### src/rtl/serial_subtractor.sv
// serial_subtractor: bit-serial, LSB-first computation of (a - b) mod 2^WIDTH.
// One result bit is produced per clock through a single borrow flop. Operands
// are taken on a start/ready handshake and results are held until the next
// operation completes.
module serial_subtractor #(
    parameter int WIDTH = 16
) (
    input  logic             clk,
    input  logic             rst_n,
    input  logic             start,
    input  logic [WIDTH-1:0] a,
    input  logic [WIDTH-1:0] b,
    output logic             ready,
    output logic             busy,
    output logic             done,
    output logic [WIDTH-1:0] diff,
    output logic             borrow,
    output logic             zero
);

    localparam int CW = $clog2(WIDTH) + 1;

    localparam logic [1:0] IDLE  = 2'd0;
    localparam logic [1:0] SHIFT = 2'd1;
    localparam logic [1:0] DONE  = 2'd2;

    // Handshake: an operation is accepted on a rising edge where start=1 and
    // ready=1 (ready is a pure decode of IDLE). a/b are sampled only on that
    // edge; start while busy is dropped, not queued. done is a one-cycle pulse
    // marking diff/borrow/zero as freshly updated; they then hold until the
    // next done.
    logic [1:0]       state;
    logic [WIDTH-1:0] sa;
    logic [WIDTH-1:0] sb;
    logic [WIDTH-1:0] sd;
    logic             br;
    logic [CW-1:0]    cnt;

    logic             x;
    logic             y;
    logic             d;
    logic             br_next;
    logic [WIDTH-1:0] sd_next;
    logic             last_bit;
    logic             accept;

    // Full-subtractor bit op on the current LSBs and the borrow flop.
    always_comb begin
        x        = sa[0];
        y        = sb[0];
        d        = x ^ y ^ br;
        br_next  = (~x & y) | (~(x ^ y) & br);
        sd_next  = {d, sd[WIDTH-1:1]};
        last_bit = (cnt == CW'(WIDTH - 1));
        accept   = (state == IDLE) && start;
    end

    // Status flags decode registered state only; no path from start.
    always_comb begin
        ready = (state == IDLE);
        busy  = (state == SHIFT) || (state == DONE);
    end

    // Control FSM: IDLE -> SHIFT for WIDTH cycles -> DONE for one cycle -> IDLE.
    always_ff @(posedge clk or negedge rst_n) begin
        if (!rst_n) begin
            state <= IDLE;
        end else begin
            case (state)
                IDLE:    if (accept) state <= SHIFT;
                SHIFT:   if (last_bit) state <= DONE;
                DONE:    state <= IDLE;
                default: state <= IDLE;
            endcase
        end
    end

    // Serial datapath: load operands on accept, then shift one bit per cycle.
    always_ff @(posedge clk or negedge rst_n) begin
        if (!rst_n) begin
            sa  <= '0;
            sb  <= '0;
            sd  <= '0;
            br  <= 1'b0;
            cnt <= '0;
        end else if (accept) begin
            sa  <= a;
            sb  <= b;
            br  <= 1'b0;
            cnt <= '0;
        end else if (state == SHIFT) begin
            sa  <= sa >> 1;
            sb  <= sb >> 1;
            sd  <= sd_next;
            br  <= br_next;
            cnt <= cnt + CW'(1);
        end
    end

    // Result registers: updated only on the final shift, held otherwise.
    always_ff @(posedge clk or negedge rst_n) begin
        if (!rst_n) begin
            diff   <= '0;
            borrow <= 1'b0;
            zero   <= 1'b0;
            done   <= 1'b0;
        end else begin
            done <= 1'b0;
            if ((state == SHIFT) && last_bit) begin
                diff   <= sd_next;
                borrow <= br_next;
                zero   <= (sd_next == '0);
                done   <= 1'b1;
            end
        end
    end

endmodule

### config.mk
export PLATFORM = sky130hd
export DESIGN_NAME = serial_subtractor
export DESIGN_NICKNAME = d
export VERILOG_FILES = /design/src/rtl/serial_subtractor.sv
export SDC_FILE = /design/constraint.sdc
export NUM_CORES = 1
export LEC_CHECK = 0
export CORE_ASPECT_RATIO = 0.6
export CORE_MARGIN = 10
export CORE_UTILIZATION = 50
export CTS_BUF_LIST = sky130_fd_sc_hd__clkbuf_16
export DETAILED_ROUTE_END_ITERATION = 8
export MAX_ROUTING_LAYER = met4
export PLACE_DENSITY = 0.86
export REMOVE_ABC_BUFFERS = 1
export SETUP_SLACK_MARGIN = 0.3
export SYNTH_ARGS = -nofsm -noshare
export SYNTH_HDL_FRONTEND = slang
export SYNTH_SLANG_ARGS = --single-unit
### constraint.sdc
create_clock -name clk -period 2.2 [get_ports clk]
set_clock_uncertainty 0.05 [all_clocks]
set_input_delay 0.55 -clock clk [delete_from_list [all_inputs] [get_ports clk]]
set_output_delay 0.55 -clock clk [all_outputs]
set_load 0.01 [all_outputs]
==> impl_results.md, run 1 <==
* Status: completed
* Seq/Total Area, Yosys at roughly three fifths
* Clk root buf: clkbuf_16
* Vias in the first global route at 2160
* Nets at 358
* Gate power share at a little under a third
* Clk sinks at 74
* Worst r2r dst: diff[9]
* Compound-Gate Fraction of Synth Area at about 6.4%
* Fmax at about 540 MHz
* Critical Path Max Stage Delay at ~0.55 ns
* CTS tree: done
* Max Root-Sink Buffers at 2
* Stages on worst setup path at 1
* Setup Viol. Count Final at 0
* P_int at 3.805 mW
* Post-Synthesis Cells at ~260
* Global-route wire length before repair at ~11 mm
* Die ar. at 10060 um^2
* # port buffers at between 50 and 60
* Share of power burned in registers at a little over 40%
* Largest family of logic cells by synthesized area: multiplexers
* Data arrival, critical path at 1.25 ns
* Die width at roughly 120 um
* Power Total at 5.475 mW
* DR DRC count at 0
* Power per cell area at between 1000 and 1500 nW/um^2
* Unrepaired setup endpoints after global routing: yes
* Synth Area in XOR/XNOR at less than 1%
* Global Route Usage Sum at between 10 and 15%
* Largest net degree at the start of global routing at 71
* Critical path class: reg2out
* Critical path launch point type: flop
* CP endpoint kind: output port
* Sw Ratio at between 30% and 40%
* Fin util at 67.59%
* Crit path buffers/inverters at 1
* Worst Path Required at approximately 1.6 ns
* ANT cells at 0
* Setup crit end: diff[2]
* Part of the power in the clock network at about 30%
* Initial antenna violation count at 0
* P&R area growth vs syn at 30.45%
* Warnings from Yosys at 0
* Post-Layout Cell Count at 406
* Worst-Margin Slew at between 0.4 and 0.5 ns
* CP delay by family, top: buffers and inverters
* # rows at 22
* Flop and latch count out of synthesis at 74
* Die Ht at slightly above 80 um
* Static Leak at roughly 1.9 nW
* Routed len/inst at roughly 16 um
* CTS H-tree depth at 3
* R2r startpoint: cnt[0]
* Detailed-placement wirelength estimate at 4.267 mm
* Wirelength, routed at approximately 6.4 mm
* Starting DRT DRC Count at 122
* Dpl cells at just under 400
* Initial Utilization at roughly 52%
* First-pass iteration count of the detailed router at 4
* Routed Antenna Nets at 0
* Crit path launch: diff[2]
* Grt ovf at 0
* Critical Path Slowest Stage Cell: clkdlybuf4s50_1
* Synth top area cells: dfrtp_1, mux2_2, mux2i_1, nand2_1, o21ai_1
* Synth top area share at between 50% and 60%
* DR vias at between 2000 and 2500
* I/O pin count at 56
* Max-cap violations at 0
* CTS clk-pin slew, worst paths at around 0.050 ns
* Post-synth top area cell: dfrtp_1
* Slew HR at 71.52%
* Routability cong. at about 0.77
* Worst-skew pair later-pin latency at about 0.33 ns
* Switch Pwr at between 1.5 and 2 mW
* Type of the most critical hold path: in2async
* Cell area after synthesis at approximately 3200 um^2
* R2R Setup Slk at approximately 0.39 ns
* Fill count at 465
* Layout cell share with drive strength beyond 1 at approximately 17%
* Adder-Cell Fraction of Synth Area at between 2 and 3%
* Crit Path Max Fanout at 2
* Syn_area_per_cell at 12.19 um^2
* CTS Hold Buffers Added at 0
* Vias/cell at 5.175
* R2r worst-path depth at 6
* Endpoints failing hold at 0
* Mux contribution to synthesized area at 21.09%
* Critical-path cell list: clkdlybuf4s50_1
* Post-synthesis cell type count at 26
* Core area at about 6100 um^2
* CTS Buf Count at 9
* Synth Area in Simple Gates at slightly above 7%
* Maximum vdd drop at between 0.7 and 0.8 mV
* Final Max Slew Viols at 0
* Final min period at approximately 1.8 ns
* Tcrit/Tclk final at between 80% and 90%
## sequential cells by signal, indices dropped and copies added (netlist names)
| name | flops |
|---|---|
| zero | 1 |
| state | 2 |
| cnt | 5 |
| diff | 16 |
| sd | 15 |
| sb | 16 |
| done | 1 |
| borrow | 1 |
| br | 1 |
| sa | 16 |
## repair_timing
action	in CTS	in global routing
gates resized for setup	4	4
endpoints found under the hold margin	0	0
setup buffers	1	0
setup endpoints to repair	2	19
## cells by family (layout without fill, tap and decap cells)
group,Yosys count,in the layout
fa+ha+maj,6,6
xor+xnor,3,3
mux,63,63
compound gates,39,39
flops,74,74
simple gates,53,53
buf+inv,23,84
## per-layer routing
metal | part of all wire [%] | track usage [%] | vias up
met3 | 5.9 | 5.411 | 4
li1 | - | - | 1014
met1 | 48 | 18.15 | 1031
met4 | 0.36 | 2.810 | 0
met2 | 45 | 19.81 | 52
met5 | 0 | - | -
## stage by stage
stage	instance area, um^2	setup WS (ns)	hold WS, ns	setup TNS, ns
floorplan	3087	-1.437	0.2044	-53.08
detailed placement	3806	0.3586	0.4333	0
global placement	3806	0.3946	0.4217	0
finish	4149	0.3527	0.09297	0
global route	4149	0.2972	0.1300	0
CTS	4146	0.3013	0.1088	0
## cell usage in the layout, fill, tap and decap left out, types with 6 or more instances in the layout
cell type and instances:
dfrtp_1 74, inv_1 7, o21ai_1 23, clkbuf_16 9
mux2_2 32, mux2i_1 31, nand2_1 36, clkdlybuf4s50_1 51
nor2_1 6, o21ai_0 12
## cell type report
type	count	area (um^2)	share of cell area [%]
Clock inverter	7	108.9	2.624
Sequential cell	74	1852	44.63
Multi-Input combinational cell	164	1212	29.22
Inverter	7	26.28	0.6333
Tap cell	84	105.1	2.533
Timing Repair Buffer	61	619.3	14.93
Clock buffer	9	225.2	5.428
## cell usage after synthesis
cell and number:
nor4_1 4, inv_1 7, ha_1 5, mux2i_1 31, dfrtp_1 74, clkbuf_2 2
xnor2_1 1, nor2b_1 1, fa_1 1, xor2_1 2, nand2_1 36, clkbuf_1 3
buf_2 7, o21ai_0 12, and3_1 1, o21a_1 1, o21ai_1 23, nand2b_1 2
buf_4 2, a21oi_1 1, a211oi_1 2, nand4_1 2, nor2_1 6, buf_6 2
mux2_2 32, and2_1 1
## power groups by stage
stage / combinational [mW] / clock [mW] / sequential [mW]
after floorplan: 1.28 / 0 / 2.11
after global placement: 1.58 / 0 / 2.19
after CTS: 1.67 / 1.64 / 2.21
after detailed placement: 1.64 / 0 / 2.23
after global routing: 1.85 / 1.70 / 2.29
final: 1.64 / 1.62 / 2.22
## worst min-delay path by stage
stage	from	to	slack [ns]
floorplan	rst_n	borrow	0.20
global placement	zero	zero	0.42
detailed placement	zero	zero	0.43
CTS	rst_n	done	0.11
global route	rst_n	done	0.13
finish	rst_n	done	0.09
(Power assumes the default switching activity.)
==> run 2: changes to the inputs <==
==> constraint.sdc (replaced) <==
create_clock -name clk -period 1.7 [get_ports clk]
set_clock_uncertainty 0.05 [all_clocks]
set_input_delay 0.425 -clock clk [delete_from_list [all_inputs] [get_ports clk]]
set_output_delay 0.425 -clock clk [all_outputs]
set_load 0.01 [all_outputs]
==> impl_results.md, run 2 (synthesized netlist as in run 1, its figures left out) <==
* Status: complete, but fails checks
* Failing checks: negative setup slack
* Routed len/inst at approximately 22 um
* Wirelength, routed at 9.493 mm
* Critical path launch point type: flop
* CTS tree: done
* P_int at just under 6 mW
* Critical-path cell list: ha_2 > and3_4 > ha_4 > nand2_8 > buf_12 > mux2_4
* Initial antenna violation count at 0
* Fmax at 585.1 MHz
* Layout cell share with drive strength beyond 1 at roughly two fifths
* Clk sinks at 74
* Global-route wire length before repair at ~14 mm
* Commonest non-fill, non-tap cell in the layout: dfrtp_1
* Worst-Margin Slew at slightly below 0.5 ns
* CTS H-tree depth at 3
* Critical Path Slowest Stage Cell: dfrtp_1
* Die ar. at roughly 10000 um^2
* Clk root buf: clkbuf_16
* Setup crit end: diff[7]
* P&R area growth vs syn at 52.12%
* Power Total at between 8 and 9 mW
* Tcrit/Tclk final at 100.5%
* Power per cell area at approximately 1800 nW/um^2
* Die width at 123.0 um
* Largest regs: diff x16, sa x16, sb x16
* CTS Buf Count at 9
* Static Leak at 2.319 nW
* Data arrival, critical path at 1.87 ns
* Core area at 6138 um^2
* Detailed-placement wirelength estimate at ~4.7 mm
* Largest net degree at the start of global routing at 40
* Worst Setup Slack, final at -0.009046 ns
* Dpl cells at between 300 and 400
* Sw Ratio at between 30% and 40%
* Design Area, Final at 4838 um^2
* Starting DRT DRC Count at 230
* Routed Antenna Nets at 0
* ANT cells at 0
* Maximum vdd drop at roughly 0.97 mV
* Type of the most critical hold path: reg2reg
* Post-Layout Cell Count at roughly 440
* Switch Pwr at ~3 mW
* Most frequent cells in the layout: dfrtp_1, nand2_1, clkdlybuf4s50_1, o21ai_1, mux2_4
* Slew HR at about 67%
* R2r worst-path depth at 6
* Max Root-Sink Buffers at 2
* Vias/cell at ~5.5
* Critical Path Max Stage Delay at between 0.3 and 0.4 ns
* DR vias at roughly 2400
* Worst r2r dst: diff[7]
* Nets at approximately 400
* Endpoints failing hold at 0
* R2r startpoint: cnt[0]
* Critical path class: reg2reg
* Crit Path Max Fanout at 6
* Part of the power in the clock network at about 20%
* Max-cap violations at 0
* Pre-CTS setup slack at -0.1198 ns
* Die Ht at approximately 82 um
* Global Route Usage Sum at between 15 and 20%
* Routability cong. at about 0.76
* Final Max Slew Viols at 0
* Vias in the first global route at between 2000 and 3000
* # port buffers at 55
* # rows at 22
* Grt ovf at 0
* CTS clk-pin slew, worst paths at 0.06 ns
* Setup_tns at -0.02563 ns
* CP endpoint kind: flop
* Crit path launch: cnt[0]
* Setup Viol. Count Final at 4
* Unrepaired setup endpoints after global routing: yes
* Worst Path Required at between 1.5 and 2 ns
* First-pass iteration count of the detailed router at 4
* DR DRC count at 0
* Worst-skew pair later-pin latency at between 0.3 and 0.4 ns
* I/O pin count at 56
* Initial Utilization at 51.81%
* Share of power burned in registers at approximately a third
* Gate power share at 45.6%
* Placed cell area at slightly below 4000 um^2
* R2R Setup Slk at -0.009 ns
* Final min period at about 1.7 ns
[run 2: worst max-delay path: cells and delay by family (launching register included)]
kind	cells	cell delay (ns)
AND/OR/NAND/NOR	2	0.29
multiplexers	1	0.31
adder cells (fa/ha/maj)	2	0.40
buffers and inverters	1	0.15
flip-flops	1	0.39
[run 2: what timing repair did]
| action | in CTS | in global routing |
|---|---|---|
| gates resized for setup | 133 | 56 |
| hold buffers | 1 | 0 |
| endpoints found under the setup margin | 93 | 77 |
| endpoints found under the hold margin | 25 | 0 |
| pin swaps | 6 | 11 |
| setup buffers | 14 | 4 |
| gates cloned | 8 | 1 |
[run 2: how the worst min path moves through the flow]
stage               startpoint       to  cells past startpoint
floorplan                rst_n   borrow                      0
global placement         rst_n     done                      1
detailed placement       rst_n     done                      1
CTS                    diff[3]  diff[3]                      1
global route           diff[4]  diff[4]                      1
finish                 diff[9]  diff[9]                      1
[run 2: final cells by class]
class,instances,area [um^2]
flip-flops and latches,74,1852
multi-input cells,164,1505
fillers,333,1300
repair buffers,93,1070
clock buffers,9,225.2
well taps,84,105.1
clock inverters,7,55.05
inverters,7,26.28
[run 2: power groups by stage]
stage | combinational [mW] | sequential [mW] | clock [mW]
global placement | 2.18 | 2.83 | 0
detailed placement | 2.28 | 2.88 | 0
CTS | 3.35 | 2.87 | 1.78
global route | 4.29 | 3.09 | 1.91
finish | 4.04 | 3.02 | 1.80
floorplan | 1.66 | 2.74 | 0
[run 2: routing by layer]
metal	wire, um	up-vias	track usage [%]
met1	4080	1220	21.35
li1	-	1079	-
met4	199	0	5.972
met3	655	21	6.507
met5	0	-	-
met2	4559	104	28.49
[run 2: per-stage QoR]
| stage | util (%) | hold slack (ns) |
|---|---|---|
| global route | 78.82 | 0.4804 |
| finish | 78.82 | 0.4651 |
| CTS | 74.75 | 0.4598 |
| detailed placement | 63.23 | 0.3112 |
| global placement | 63.23 | 0.3051 |
| floorplan | - | 0.07941 |
==> run 3: changes to the inputs <==
--- a/config.mk
+++ b/config.mk
@@ -5,6 +5,7 @@
 export SDC_FILE = /design/constraint.sdc
 export NUM_CORES = 1
 export LEC_CHECK = 0
+export ABC_AREA = 1
 export CORE_ASPECT_RATIO = 0.6
 export CORE_MARGIN = 10
 export CORE_UTILIZATION = 50
==> impl_results.md, run 3 <==
* Cell area after synthesis at between 3000 and 4000 um^2
* Largest regs: diff x16, sa x16, sb x16
* Initial Utilization at a little over half
* Final min period at about 1.7 ns
* First-pass iteration count of the detailed router at 5
* Largest net degree at the start of global routing at 39
* Worst-Margin Slew at around 0.35 ns
* Crit Path Max Fanout at 7
* Worst Path Required at 1.87 ns
* Fmax at between 500 and 600 MHz
* Wirelength, routed at 14.41 mm
* Synth cell count leaders: nand2_1, dfrtp_1, a21oi_1
* Tcrit/Tclk final at 102.3%
* Dpl cells at between 400 and 500
* R2R Setup Slk at -0.04 ns
* Most frequent cells in the layout: dfrtp_1, nand2_1, nor2_1, clkdlybuf4s50_1, a21oi_2
* Synth top area share at approximately 58%
* Syn_area_per_cell at 8.848 um^2
* Routability cong. at 0.8163
* Critical path class: reg2reg
* Wl on met1 at around 5.3 mm
* Synth top area cells: dfrtp_1, nand2_1, a21oi_1, nor2_1, o21ai_0
* R2r worst-path depth at 8
* Status: complete, but fails checks
* Starting DRT DRC Count at approximately 570
* Power Total at roughly 12 mW
* Final Max Slew Viols at 0
* Setup Viol. Count Final at 17
* Worst r2r dst: diff[9]
* Routed length on met2 at 6.543 mm
* Post-synth ARST share at 100.0%
* Detailed-placement wirelength estimate at around 4.8 mm
* Warnings from Yosys at 0
* Die Ht at about 82 um
* Core area at a little over 6000 um^2
* Hold path depth at 2
* Hold Path End: diff[12]
* Vias in the first global route at approximately 3100
* Nets at 504
* Area of the multi-input gates at about 1900 um^2
* P&R area growth vs syn at 72.58%
* Vias/cell at 6.354
* Flop and latch count out of synthesis at between 70 and 80
* ANT cells at 0
* Met3 routed WL at ~1.7 mm
* Fill count at about 210
* Die ar. at just over 10000 um^2
* # rows at 22
* Global Route Usage Sum at 21.65%
* Routed Antenna Nets at 0
* Endpoints failing hold at 0
* Type of the most critical hold path: reg2reg
* DR vias at between 3000 and 4000
* Worst Setup Slack, final at -0.03923 ns
* CTS Buf Count at 9
* # port buffers at between 50 and 60
* DR top layer: met4
* Failing checks: negative setup slack
* Most frequent cell after synthesis: nand2_1
* CTS H-tree depth at 3
* Max-cap violations at 0
* Initial antenna violation count at 0
* Global-route wire length before repair at around 16 mm
* Commonest non-fill, non-tap cell in the layout: dfrtp_1
* Seq/Total Area, Yosys at 57.65%
* CTS clk-pin slew, worst paths at around 0.060 ns
* Post-synth top area cell: dfrtp_1
* Maximum vdd drop at about 1.6 mV
* Post-synthesis cell type count at 21
* Dominant synthesized flop cell: dfrtp_1
* DR DRC count at 0
* Slew HR at 76.39%
* Die width at 123.5 um
* Worst-skew pair later-pin latency at approximately 0.35 ns
* Post-Synthesis Cells at between 300 and 400
* Layout cell share with drive strength beyond 1 at between 40 and 50%
* I/O pin count at 56
* Routed len/inst at around 26 um
* R2r startpoint: cnt[0]
* CP endpoint kind: flop
* Unrepaired setup endpoints after global routing: yes
* Register Area at 1852 um^2
* Grt ovf at 0
* Post-Layout Cell Count at 551
* CTS tree: done
* EDFF count, synth at 0
* Power per cell area at 2089 nW/um^2
* HP Start: diff[12]
* Data arrival, critical path at 1.91 ns
* Static Leak at roughly 2.5 nW
* Clk sinks at 74
* Worst hold margin at 0.4531 ns
* Critical path launch point type: flop
* Clk root buf: clkbuf_16
* Max Root-Sink Buffers at 2
==> run 3: cell count changes after synthesis, sizes merged, moves of 2 or more <==
cell	previous run	this run
a21oi	1	58
nand2	36	85
nor2	6	47
mux2	32	0
mux2i	31	0
inv	7	25
nand3	0	10
buf	11	19
nor4	4	0
clkbuf	5	2
nand2b	2	0
nand4	2	0
xor2	2	0
==> run 3: layout make-up <==
type | instances | area share [%]
repair buffers | 105 | 22.93
repair inverters | 5 | 1.309
multi-input cells | 243 | 33.81
well taps | 84 | 1.896
inverters | 25 | 2.077
clock inverters | 6 | 0.4966
flip-flops and latches | 74 | 33.41
clock buffers | 9 | 4.063
==> run 3: how the worst max path moves through the flow <==
| stage | end | startpoint |
|---|---|---|
| global route | diff[3] | cnt[0] |
| finish | diff[9] | cnt[0] |
| floorplan | diff[2] | state[1] |
| detailed placement | busy | state[0] |
| global placement | busy | state[0] |
| CTS | busy | state[1] |
==> run 3: kinds of logic (layout without fill, tap and decap cells) <==
kind of cell               Yosys count  in the layout  share of synthesized area (%)
buffers and inverters               46            150                          7.324
and+or+nand+nor                    142            142                          17.30
adders and majority gates            6              6                          2.571
AOI/OAI and AO/OA                   95             95                          15.15
DFF                                 74             74                          57.65
==> run 3: through the flow <==
step	cell area [um^2]	util, %	setup slack [ns]	TNS [ns]
floorplan	3073	-	-1.048	-57.53
global placement	3881	62.95	0.02520	0
detailed placement	3881	62.95	0.01307	0
CTS	4868	78.96	0.08458	0
global route	5543	89.89	-0.06475	-0.8434
finish	5543	89.89	-0.03923	-0.3825
==> run 3: power breakdown <==
part / internal (mW) / switching, mW
registers: 2.42 / 0.781
clock network: 0.959 / 0.765
logic: 3.09 / 3.56
==> run 3: worst max-delay path: stages (launching register included) <==
cell and delay (ns):
dfrtp_1 0.38, ha_2 0.22, nand2_1 0.10, nor2_1 0.16
ha_2 0.27, nand2_8 0.13, buf_16 0.18, nand2_2 0.05
o21ai_1 0.07
==> run 3: what timing repair did <==
item                                   in CTS  in global routing
endpoints found under the hold margin      24                  0
pin swaps                                  44                 46
buffers inserted                           18                  4
hold buffers                                1                  0
setup endpoints to repair                  92                 75
gates resized for setup                   206                127
cloned                                     15                  5
==> run 3: metal layers <==
| metal | up-vias | global-route usage (%) |
|---|---|---|
| met5 | - | - |
| met4 | 0 | 5.903 |
| met3 | 115 | 8.082 |
| met2 | 302 | 33.95 |
| met1 | 1705 | 25.93 |
| li1 | 1379 | - |
